`src/rtl/axi_wr_burst_shim_if.sv`:
```
// Write request port plus flattened AXI4 AW/W/B channels.
// master: the shim; slave: requester and interconnect side.
interface axi_wr_burst_shim_if #(
  parameter int AddrWidth = 64,
  parameter int DataWidth = 64,
  parameter int UserWidth = 1,
  parameter int IdWidth   = 4,
  parameter int NumWords  = 4
);
  localparam int BW = $clog2(NumWords);
  localparam int SW = DataWidth / 8;

  logic                          wr_req_i;
  logic                          wr_gnt_o;
  logic [AddrWidth-1:0]          wr_addr_i;
  logic [NumWords*DataWidth-1:0] wr_data_i;
  logic [NumWords*UserWidth-1:0] wr_user_i;
  logic [NumWords*SW-1:0]        wr_be_i;
  logic [BW-1:0]                 wr_blen_i;
  logic [2:0]                    wr_size_i;
  logic [IdWidth-1:0]            wr_id_i;
  logic                          wr_lock_i;
  logic [5:0]                    wr_atop_i;
  logic                          wr_valid_o;
  logic                          wr_rdy_i;
  logic [IdWidth-1:0]            wr_id_o;
  logic                          wr_exokay_o;
  logic                          wr_err_o;

  logic                 aw_valid_o;
  logic                 aw_ready_i;
  logic [AddrWidth-1:0] aw_addr_o;
  logic [7:0]           aw_len_o;
  logic [2:0]           aw_size_o;
  logic [1:0]           aw_burst_o;
  logic [IdWidth-1:0]   aw_id_o;
  logic                 aw_lock_o;
  logic [5:0]           aw_atop_o;

  logic                 w_valid_o;
  logic                 w_ready_i;
  logic [DataWidth-1:0] w_data_o;
  logic [SW-1:0]        w_strb_o;
  logic [UserWidth-1:0] w_user_o;
  logic                 w_last_o;

  logic                 b_valid_i;
  logic                 b_ready_o;
  logic [IdWidth-1:0]   b_id_i;
  logic [1:0]           b_resp_i;

  modport master (
    input  wr_req_i, wr_addr_i, wr_data_i, wr_user_i,
    input  wr_be_i, wr_blen_i, wr_size_i, wr_id_i,
    input  wr_lock_i, wr_atop_i, wr_rdy_i,
    input  aw_ready_i, w_ready_i,
    input  b_valid_i, b_id_i, b_resp_i,
    output wr_gnt_o, wr_valid_o, wr_id_o,
    output wr_exokay_o, wr_err_o,
    output aw_valid_o, aw_addr_o, aw_len_o, aw_size_o,
    output aw_burst_o, aw_id_o, aw_lock_o, aw_atop_o,
    output w_valid_o, w_data_o, w_strb_o, w_user_o,
    output w_last_o, b_ready_o
  );

  modport slave (
    output wr_req_i, wr_addr_i, wr_data_i, wr_user_i,
    output wr_be_i, wr_blen_i, wr_size_i, wr_id_i,
    output wr_lock_i, wr_atop_i, wr_rdy_i,
    output aw_ready_i, w_ready_i,
    output b_valid_i, b_id_i, b_resp_i,
    input  wr_gnt_o, wr_valid_o, wr_id_o,
    input  wr_exokay_o, wr_err_o,
    input  aw_valid_o, aw_addr_o, aw_len_o, aw_size_o,
    input  aw_burst_o, aw_id_o, aw_lock_o, aw_atop_o,
    input  w_valid_o, w_data_o, w_strb_o, w_user_o,
    input  w_last_o, b_ready_o
  );
endinterface

```
`src/rtl/axi_wr_burst_shim.sv`:
```
// Flattens a parallel multi-word write request into AXI4 AW/W/B.
// AW and W issue independently; B is passed straight back.
module axi_wr_burst_shim #(
  parameter int AddrWidth      = 64,
  parameter int DataWidth      = 64,
  parameter int UserWidth      = 1,
  parameter int IdWidth        = 4,
  parameter int NumWords       = 4,
  parameter int MaxOutstanding = 2
) (
  input logic clk_i,
  input logic rst_i,
  axi_wr_burst_shim_if.master bus
);
  localparam int BW = $clog2(NumWords);
  localparam int SW = DataWidth / 8;
  localparam int CW = $clog2(MaxOutstanding + 1);
  localparam logic [CW-1:0] MaxCnt = CW'(MaxOutstanding);

  typedef enum logic {IDLE, BUSY} state_e;

  state_e                        state;
  logic [CW-1:0]                 out_cnt;
  logic [BW-1:0]                 beat;
  logic                          aw_pend;
  logic                          w_pend;
  logic [AddrWidth-1:0]          addr_q;
  logic [NumWords*DataWidth-1:0] data_q;
  logic [NumWords*UserWidth-1:0] user_q;
  logic [NumWords*SW-1:0]        be_q;
  logic [BW-1:0]                 blen_q;
  logic [2:0]                    size_q;
  logic [IdWidth-1:0]            id_q;
  logic                          lock_q;
  logic [5:0]                    atop_q;

  logic gnt, aw_hs, w_hs, b_hs, last;

  assign gnt   = (state == IDLE) & bus.wr_req_i
               & (out_cnt < MaxCnt);
  assign last  = w_pend & (beat == blen_q);
  assign aw_hs = aw_pend & bus.aw_ready_i;
  assign w_hs  = w_pend & bus.w_ready_i;
  assign b_hs  = bus.b_valid_i & bus.wr_rdy_i;

  assign bus.wr_gnt_o    = gnt;
  assign bus.aw_valid_o  = aw_pend;
  assign bus.aw_addr_o   = addr_q;
  assign bus.aw_len_o    = 8'(blen_q);
  assign bus.aw_size_o   = size_q;
  assign bus.aw_burst_o  = 2'b01;
  assign bus.aw_id_o     = id_q;
  assign bus.aw_lock_o   = lock_q;
  assign bus.aw_atop_o   = atop_q;
  assign bus.w_valid_o   = w_pend;
  assign bus.w_data_o    = data_q[beat*DataWidth +: DataWidth];
  assign bus.w_strb_o    = be_q[beat*SW +: SW];
  assign bus.w_user_o    = user_q[beat*UserWidth +: UserWidth];
  assign bus.w_last_o    = last;

  assign bus.wr_valid_o  = bus.b_valid_i;
  assign bus.b_ready_o   = bus.wr_rdy_i;
  assign bus.wr_id_o     = bus.b_id_i;
  assign bus.wr_exokay_o = (bus.b_resp_i == 2'b01);
  assign bus.wr_err_o    = bus.b_resp_i[1];

  // Request latch, AW/W pending flags and beat walk.
  always_ff @(posedge clk_i) begin
    if (rst_i) begin
      state   <= IDLE;
      beat    <= '0;
      aw_pend <= 1'b0;
      w_pend  <= 1'b0;
      addr_q  <= '0;
      data_q  <= '0;
      user_q  <= '0;
      be_q    <= '0;
      blen_q  <= '0;
      size_q  <= '0;
      id_q    <= '0;
      lock_q  <= 1'b0;
      atop_q  <= '0;
    end else begin
      unique case (state)
        IDLE: begin
          if (gnt) begin
            addr_q  <= bus.wr_addr_i;
            data_q  <= bus.wr_data_i;
            user_q  <= bus.wr_user_i;
            be_q    <= bus.wr_be_i;
            blen_q  <= bus.wr_blen_i;
            size_q  <= bus.wr_size_i;
            id_q    <= bus.wr_id_i;
            lock_q  <= bus.wr_lock_i;
            atop_q  <= bus.wr_atop_i;
            beat    <= '0;
            aw_pend <= 1'b1;
            w_pend  <= 1'b1;
            state   <= BUSY;
          end
        end
        BUSY: begin
          if (aw_hs) aw_pend <= 1'b0;
          if (w_hs) begin
            beat <= beat + BW'(1);
            if (last) w_pend <= 1'b0;
          end
          if ((!aw_pend || aw_hs) &&
              (!w_pend || (w_hs && last)))
            state <= IDLE;
        end
        default: state <= IDLE;
      endcase
    end
  end

  // Bursts granted but not yet answered on B.
  always_ff @(posedge clk_i) begin
    if (rst_i) begin
      out_cnt <= '0;
    end else if (gnt && !b_hs) begin
      out_cnt <= out_cnt + CW'(1);
    end else if (!gnt && b_hs) begin
      out_cnt <= out_cnt - CW'(1);
    end
  end

  b_without_burst: assert property (
    @(posedge clk_i) disable iff (rst_i)
    b_hs |-> (out_cnt != '0));

endmodule

```
`src/flat_wrapper.sv`:
```
// flat-port wrapper written by rule: the top's interface ports become plain ports
module axi_wr_burst_shim_flat 
#(
  parameter int AddrWidth      = 64,
  parameter int DataWidth      = 64,
  parameter int UserWidth      = 1,
  parameter int IdWidth        = 4,
  parameter int NumWords       = 4,
  parameter int MaxOutstanding = 2
)
  (clk_i, rst_i, bus_wr_req_i, bus_wr_addr_i, bus_wr_data_i, bus_wr_user_i, bus_wr_be_i, bus_wr_blen_i, bus_wr_size_i, bus_wr_id_i, bus_wr_lock_i, bus_wr_atop_i, bus_wr_rdy_i, bus_aw_ready_i, bus_w_ready_i, bus_b_valid_i, bus_b_id_i, bus_b_resp_i, bus_wr_gnt_o, bus_wr_valid_o, bus_wr_id_o, bus_wr_exokay_o, bus_wr_err_o, bus_aw_valid_o, bus_aw_addr_o, bus_aw_len_o, bus_aw_size_o, bus_aw_burst_o, bus_aw_id_o, bus_aw_lock_o, bus_aw_atop_o, bus_w_valid_o, bus_w_data_o, bus_w_strb_o, bus_w_user_o, bus_w_last_o, bus_b_ready_o);
  axi_wr_burst_shim_if #(.AddrWidth(AddrWidth), .DataWidth(DataWidth), .UserWidth(UserWidth), .IdWidth(IdWidth), .NumWords(NumWords)) bus_i ();
  input logic clk_i;
  input logic rst_i;
  input wire logic [$bits(bus_i.wr_req_i)-1:0] bus_wr_req_i;
  input wire logic [$bits(bus_i.wr_addr_i)-1:0] bus_wr_addr_i;
  input wire logic [$bits(bus_i.wr_data_i)-1:0] bus_wr_data_i;
  input wire logic [$bits(bus_i.wr_user_i)-1:0] bus_wr_user_i;
  input wire logic [$bits(bus_i.wr_be_i)-1:0] bus_wr_be_i;
  input wire logic [$bits(bus_i.wr_blen_i)-1:0] bus_wr_blen_i;
  input wire logic [$bits(bus_i.wr_size_i)-1:0] bus_wr_size_i;
  input wire logic [$bits(bus_i.wr_id_i)-1:0] bus_wr_id_i;
  input wire logic [$bits(bus_i.wr_lock_i)-1:0] bus_wr_lock_i;
  input wire logic [$bits(bus_i.wr_atop_i)-1:0] bus_wr_atop_i;
  input wire logic [$bits(bus_i.wr_rdy_i)-1:0] bus_wr_rdy_i;
  input wire logic [$bits(bus_i.aw_ready_i)-1:0] bus_aw_ready_i;
  input wire logic [$bits(bus_i.w_ready_i)-1:0] bus_w_ready_i;
  input wire logic [$bits(bus_i.b_valid_i)-1:0] bus_b_valid_i;
  input wire logic [$bits(bus_i.b_id_i)-1:0] bus_b_id_i;
  input wire logic [$bits(bus_i.b_resp_i)-1:0] bus_b_resp_i;
  output wire logic [$bits(bus_i.wr_gnt_o)-1:0] bus_wr_gnt_o;
  output wire logic [$bits(bus_i.wr_valid_o)-1:0] bus_wr_valid_o;
  output wire logic [$bits(bus_i.wr_id_o)-1:0] bus_wr_id_o;
  output wire logic [$bits(bus_i.wr_exokay_o)-1:0] bus_wr_exokay_o;
  output wire logic [$bits(bus_i.wr_err_o)-1:0] bus_wr_err_o;
  output wire logic [$bits(bus_i.aw_valid_o)-1:0] bus_aw_valid_o;
  output wire logic [$bits(bus_i.aw_addr_o)-1:0] bus_aw_addr_o;
  output wire logic [$bits(bus_i.aw_len_o)-1:0] bus_aw_len_o;
  output wire logic [$bits(bus_i.aw_size_o)-1:0] bus_aw_size_o;
  output wire logic [$bits(bus_i.aw_burst_o)-1:0] bus_aw_burst_o;
  output wire logic [$bits(bus_i.aw_id_o)-1:0] bus_aw_id_o;
  output wire logic [$bits(bus_i.aw_lock_o)-1:0] bus_aw_lock_o;
  output wire logic [$bits(bus_i.aw_atop_o)-1:0] bus_aw_atop_o;
  output wire logic [$bits(bus_i.w_valid_o)-1:0] bus_w_valid_o;
  output wire logic [$bits(bus_i.w_data_o)-1:0] bus_w_data_o;
  output wire logic [$bits(bus_i.w_strb_o)-1:0] bus_w_strb_o;
  output wire logic [$bits(bus_i.w_user_o)-1:0] bus_w_user_o;
  output wire logic [$bits(bus_i.w_last_o)-1:0] bus_w_last_o;
  output wire logic [$bits(bus_i.b_ready_o)-1:0] bus_b_ready_o;
  assign bus_i.wr_req_i = bus_wr_req_i;
  assign bus_i.wr_addr_i = bus_wr_addr_i;
  assign bus_i.wr_data_i = bus_wr_data_i;
  assign bus_i.wr_user_i = bus_wr_user_i;
  assign bus_i.wr_be_i = bus_wr_be_i;
  assign bus_i.wr_blen_i = bus_wr_blen_i;
  assign bus_i.wr_size_i = bus_wr_size_i;
  assign bus_i.wr_id_i = bus_wr_id_i;
  assign bus_i.wr_lock_i = bus_wr_lock_i;
  assign bus_i.wr_atop_i = bus_wr_atop_i;
  assign bus_i.wr_rdy_i = bus_wr_rdy_i;
  assign bus_i.aw_ready_i = bus_aw_ready_i;
  assign bus_i.w_ready_i = bus_w_ready_i;
  assign bus_i.b_valid_i = bus_b_valid_i;
  assign bus_i.b_id_i = bus_b_id_i;
  assign bus_i.b_resp_i = bus_b_resp_i;
  assign bus_wr_gnt_o = bus_i.wr_gnt_o;
  assign bus_wr_valid_o = bus_i.wr_valid_o;
  assign bus_wr_id_o = bus_i.wr_id_o;
  assign bus_wr_exokay_o = bus_i.wr_exokay_o;
  assign bus_wr_err_o = bus_i.wr_err_o;
  assign bus_aw_valid_o = bus_i.aw_valid_o;
  assign bus_aw_addr_o = bus_i.aw_addr_o;
  assign bus_aw_len_o = bus_i.aw_len_o;
  assign bus_aw_size_o = bus_i.aw_size_o;
  assign bus_aw_burst_o = bus_i.aw_burst_o;
  assign bus_aw_id_o = bus_i.aw_id_o;
  assign bus_aw_lock_o = bus_i.aw_lock_o;
  assign bus_aw_atop_o = bus_i.aw_atop_o;
  assign bus_w_valid_o = bus_i.w_valid_o;
  assign bus_w_data_o = bus_i.w_data_o;
  assign bus_w_strb_o = bus_i.w_strb_o;
  assign bus_w_user_o = bus_i.w_user_o;
  assign bus_w_last_o = bus_i.w_last_o;
  assign bus_b_ready_o = bus_i.b_ready_o;
  axi_wr_burst_shim #(.AddrWidth(AddrWidth), .DataWidth(DataWidth), .UserWidth(UserWidth), .IdWidth(IdWidth), .NumWords(NumWords), .MaxOutstanding(MaxOutstanding)) u_core (.clk_i(clk_i), .rst_i(rst_i), .bus(bus_i));
endmodule
```
`config.mk`:
```
export PLATFORM = sky130hd
export DESIGN_NAME = axi_wr_burst_shim_flat
export DESIGN_NICKNAME = d
export VERILOG_FILES = /design/src/rtl/axi_wr_burst_shim_if.sv /design/src/rtl/axi_wr_burst_shim.sv /design/src/flat_wrapper.sv
export SDC_FILE = /design/constraint.sdc
export NUM_CORES = 1
export LEC_CHECK = 0
export BUFFER_PORTS_ARGS = -buffer_cell sky130_fd_sc_hd__buf_2
export CORE_AREA = 5 5 214 216
export DETAILED_ROUTE_END_ITERATION = 8
export DIE_AREA = 0 0 219 221
export REMOVE_ABC_BUFFERS = 1
export SYNTH_ARGS = -nofsm -noshare
export SYNTH_HDL_FRONTEND = slang
export SYNTH_SLANG_ARGS = --single-unit
```
`constraint.sdc`:
```
create_clock -name clk_i -period 5.8 [get_ports clk_i]
set_input_delay 0.87 -clock clk_i [delete_from_list [all_inputs] [get_ports clk_i]]
set_output_delay 0.87 -clock clk_i [all_outputs]
set_load 0.02 [all_outputs]
```
==> impl_metrics.yaml <==
yosys:
  syn_avg_cell_area_um2: 8.592
  synth-seq-area-share_pct: 50.14
  synth_ff_type: "dfxtp_1"
  synth_cells: 1761
  ys_warn_count: 0
  synth-edff-count: 0
  ys_types: 27
  async_reset_ff_share_pct: 0
  netlist_area_um2: 15130
  synth_seq_cells: 379
sta:
  skew_ns: 0.01346
  tightestPinTransition_ns: 0.9757
  period_needed_ns: 3.957
  totalNegativeSetupSlack_ns: 0
  slew_headroom_pct: 34.95
  fin_crit_sh_pct: 68.23
  rsz0062_at_grt: "no"
  drv_slew: 0
  setup_viol: 0
  whs_ns: 0.4504
  hold_violations: 0
  max_freq_mhz: 252.7
layout:
  layoutNonFillerInstCount: 2842
  fill_cells: 4458
  multi_input_area_um2: 6529
  final_layout_size_suffix_gt1_share_pct: 31.05
  mostFrequentLayoutCell: "nand2_1"
  nets: 2594
  ff_latch_area_um2: 7595
  syn_to_final_growth_pct: 26.78
  mostFrequentLayoutCells: "747 x nand2_1, 540 x buf_2, 377 x dfxtp_1"
place:
  post-dp-hpwl_um: 32420
  dpl.cell_count: 2755
  io_buffer_count: 541
  gp_congestion: 0.8202
worst_setup_path:
  path_max_fanout: 180
  worstSetupEndpointType: "output pin"
  slowest_delay_ns: 0.81
  critical_path_arrival_ns: 3.09
  crit_chain: "or3b_4 -> clkinv_8 -> buf_2"
  crit_type: "reg2out"
  worstPathRequired_ns: 4.93
  critPathSlowestCell: "or3b_4"
  crit_path_start_kind: "flop"
pwr:
  switching_share_pct: 30.36
  seq_power_share_pct: 42.1
  p_per_area_nw_per_um2: 386.5
  ir_worst_vdd_v: 0.0002303
  combPwrFrac_pct: 21.3
  clockPowerShare_pct: 36.5
  switching_power_uw: 2251
  power.internal_uw: 5164
  power.leakage_uw: 0.008188
floorplanning:
  fp.dieArea_um2: 48400
  initial_core_util_pct: 34.59
  rows: 77
  die_h_um: 221
  ioPinCount: 558
  die_w_um: 219
  coreArea_um2: 43740
grt:
  grt_max_degree: 181
  overflow: 0
  grt_pass1_wl_um: 72350
  grtUsageTotal_pct: 18.31
  antenna_found_initial: 17
  first_global_vias: 13468
clock_tree:
  cts_root_buffer: "clkbuf_16"
  cts_resized: 0
  clkLatencyLatePin_ns: 0.55
  numCtsBuffers: 43
  cts_setup_buffers: 0
  clockBufferDepth: 3
  cts_tree: "built"
  cts.sinks: 379
  h-tree-depth: 2
  cts_hold_buf: 0
  clk_pin_slew_worst_paths_ns: 0.06
routing:
  drc: 0
  routedWlPerCell_um: 16.53
  dr_wl_met3_um: 4144
  initialDrtViolationCount: 1108
  vias: 13619
  ant_nets: 0
  drt_first_pass_iters: 5
  viasPerCell: 4.792
  met2_length_um: 22440
  routed.top_layer: "met5"
  wl_um: 46980
  wl_met1_um: 19110
run:
  drv_cap: 0
hold_path:
  hold_path_class: "reg2reg"
run_status:
  outcome: "finished clean"
-- sequential cells by signal, summed over array words and instances (netlist names) --
| name | cells |
|---|---|
| u_core.beat | 2 |
| u_core.bus.aw_atop_o | 6 |
| u_core.out_cnt | 2 |
| u_core.bus.aw_valid_o | 1 |
| u_core.data_q | 256 |
| u_core.state | 1 |
| u_core.blen_q | 2 |
| u_core.be_q | 32 |
| u_core.user_q | 4 |
| u_core.bus.w_valid_o | 1 |
| u_core.bus.aw_size_o | 3 |
| u_core.bus.aw_id_o | 4 |
| u_core.bus.aw_addr_o | 64 |
| u_core.bus.aw_lock_o | 1 |
-- final timing paths --
check,slack (ns),to,start,cells past startpoint
worst min register to register,0.45,u_core.data_q[38],u_core.data_q[38],2
worst min-delay path,0.45,u_core.data_q[38],u_core.data_q[38],2
worst max-delay path,1.84,bus_wr_gnt_o,u_core.state,3
worst max register to register,2.32,u_core.out_cnt[1],u_core.state,6
-- per-stage QoR --
stage	total power [µW]	util [%]	instance area [µm²]	setup slack, ns
after global routing	7821	43.84	19170	1.569
after global placement	4734	40.51	17720	1.818
final	7415	43.86	19180	1.843
after CTS	7517	43.79	19150	1.705
after detailed placement	4785	40.51	17720	1.759
after floorplan	4221	-	14130	-6.101
-- power by group through the flow --
stage | Combinational, µW | Clock, µW | Sequential, µW
floorplan | 994 | 0 | 3230
global placement | 1570 | 0 | 3160
detailed placement | 1610 | 0 | 3180
CTS | 1610 | 2780 | 3130
global route | 1760 | 2890 | 3160
finish | 1580 | 2710 | 3130
-- final cells by class --
cell class | count | share of cell area (%)
diodes | 12 | 0.1565
multi-input cells | 1228 | 34.03
clock buffers | 71 | 7.220
flip-flops and latches | 379 | 39.59
inverters | 3 | 0.1239
clock inverters | 4 | 0.2478
repair buffers | 553 | 14.77
well taps | 592 | 3.861
-- metal layers --
metal  GRT usage [%]  vias up
met4           6.321       12
met2           30.33      477
met1           22.51     6332
li1                -     6709
met3           5.850       89
met5               0        -
-- critical path, delay by kind of cell, from the launching register on --
kind / cells / cell delay (ns)
buf+inv: 2 / 1.16
simple gates: 1 / 0.81
flops: 1 / 0.49
-- cell families (layout without fill, tap and decap cells) --
logic type	after synthesis	count (layout)	share of synthesized area, %
flops	379	379	50.14
other cells	2	20	0.04963
simple gates	760	760	19.00
fa+ha+maj	1	1	0.08268
xor+xnor	4	4	0.2315
mux	73	73	10.87
compound gates	382	382	12.75
buf+inv	160	631	6.872
-- cells in the mapped netlist, types with 2 or more instances --
cell type  count  area share, %
a21oi_1      376             12
xor2_1         4           0.23
mux4_2        73             11
nor2_1         4          0.099
buf_4         17           0.84
buf_1          2          0.050
clkbuf_1      46            1.1
nand2b_1       2          0.083
conb_1         2          0.050
buf_2         53            1.8
nand2_1      747             19
buf_8          3           0.30
buf_6         36            2.7
a311oi_1       3           0.17
inv_1          2          0.050
nand3_1        2          0.066
dfxtp_1      379             50
Note: power is estimated with default switching activity, not from simulation.
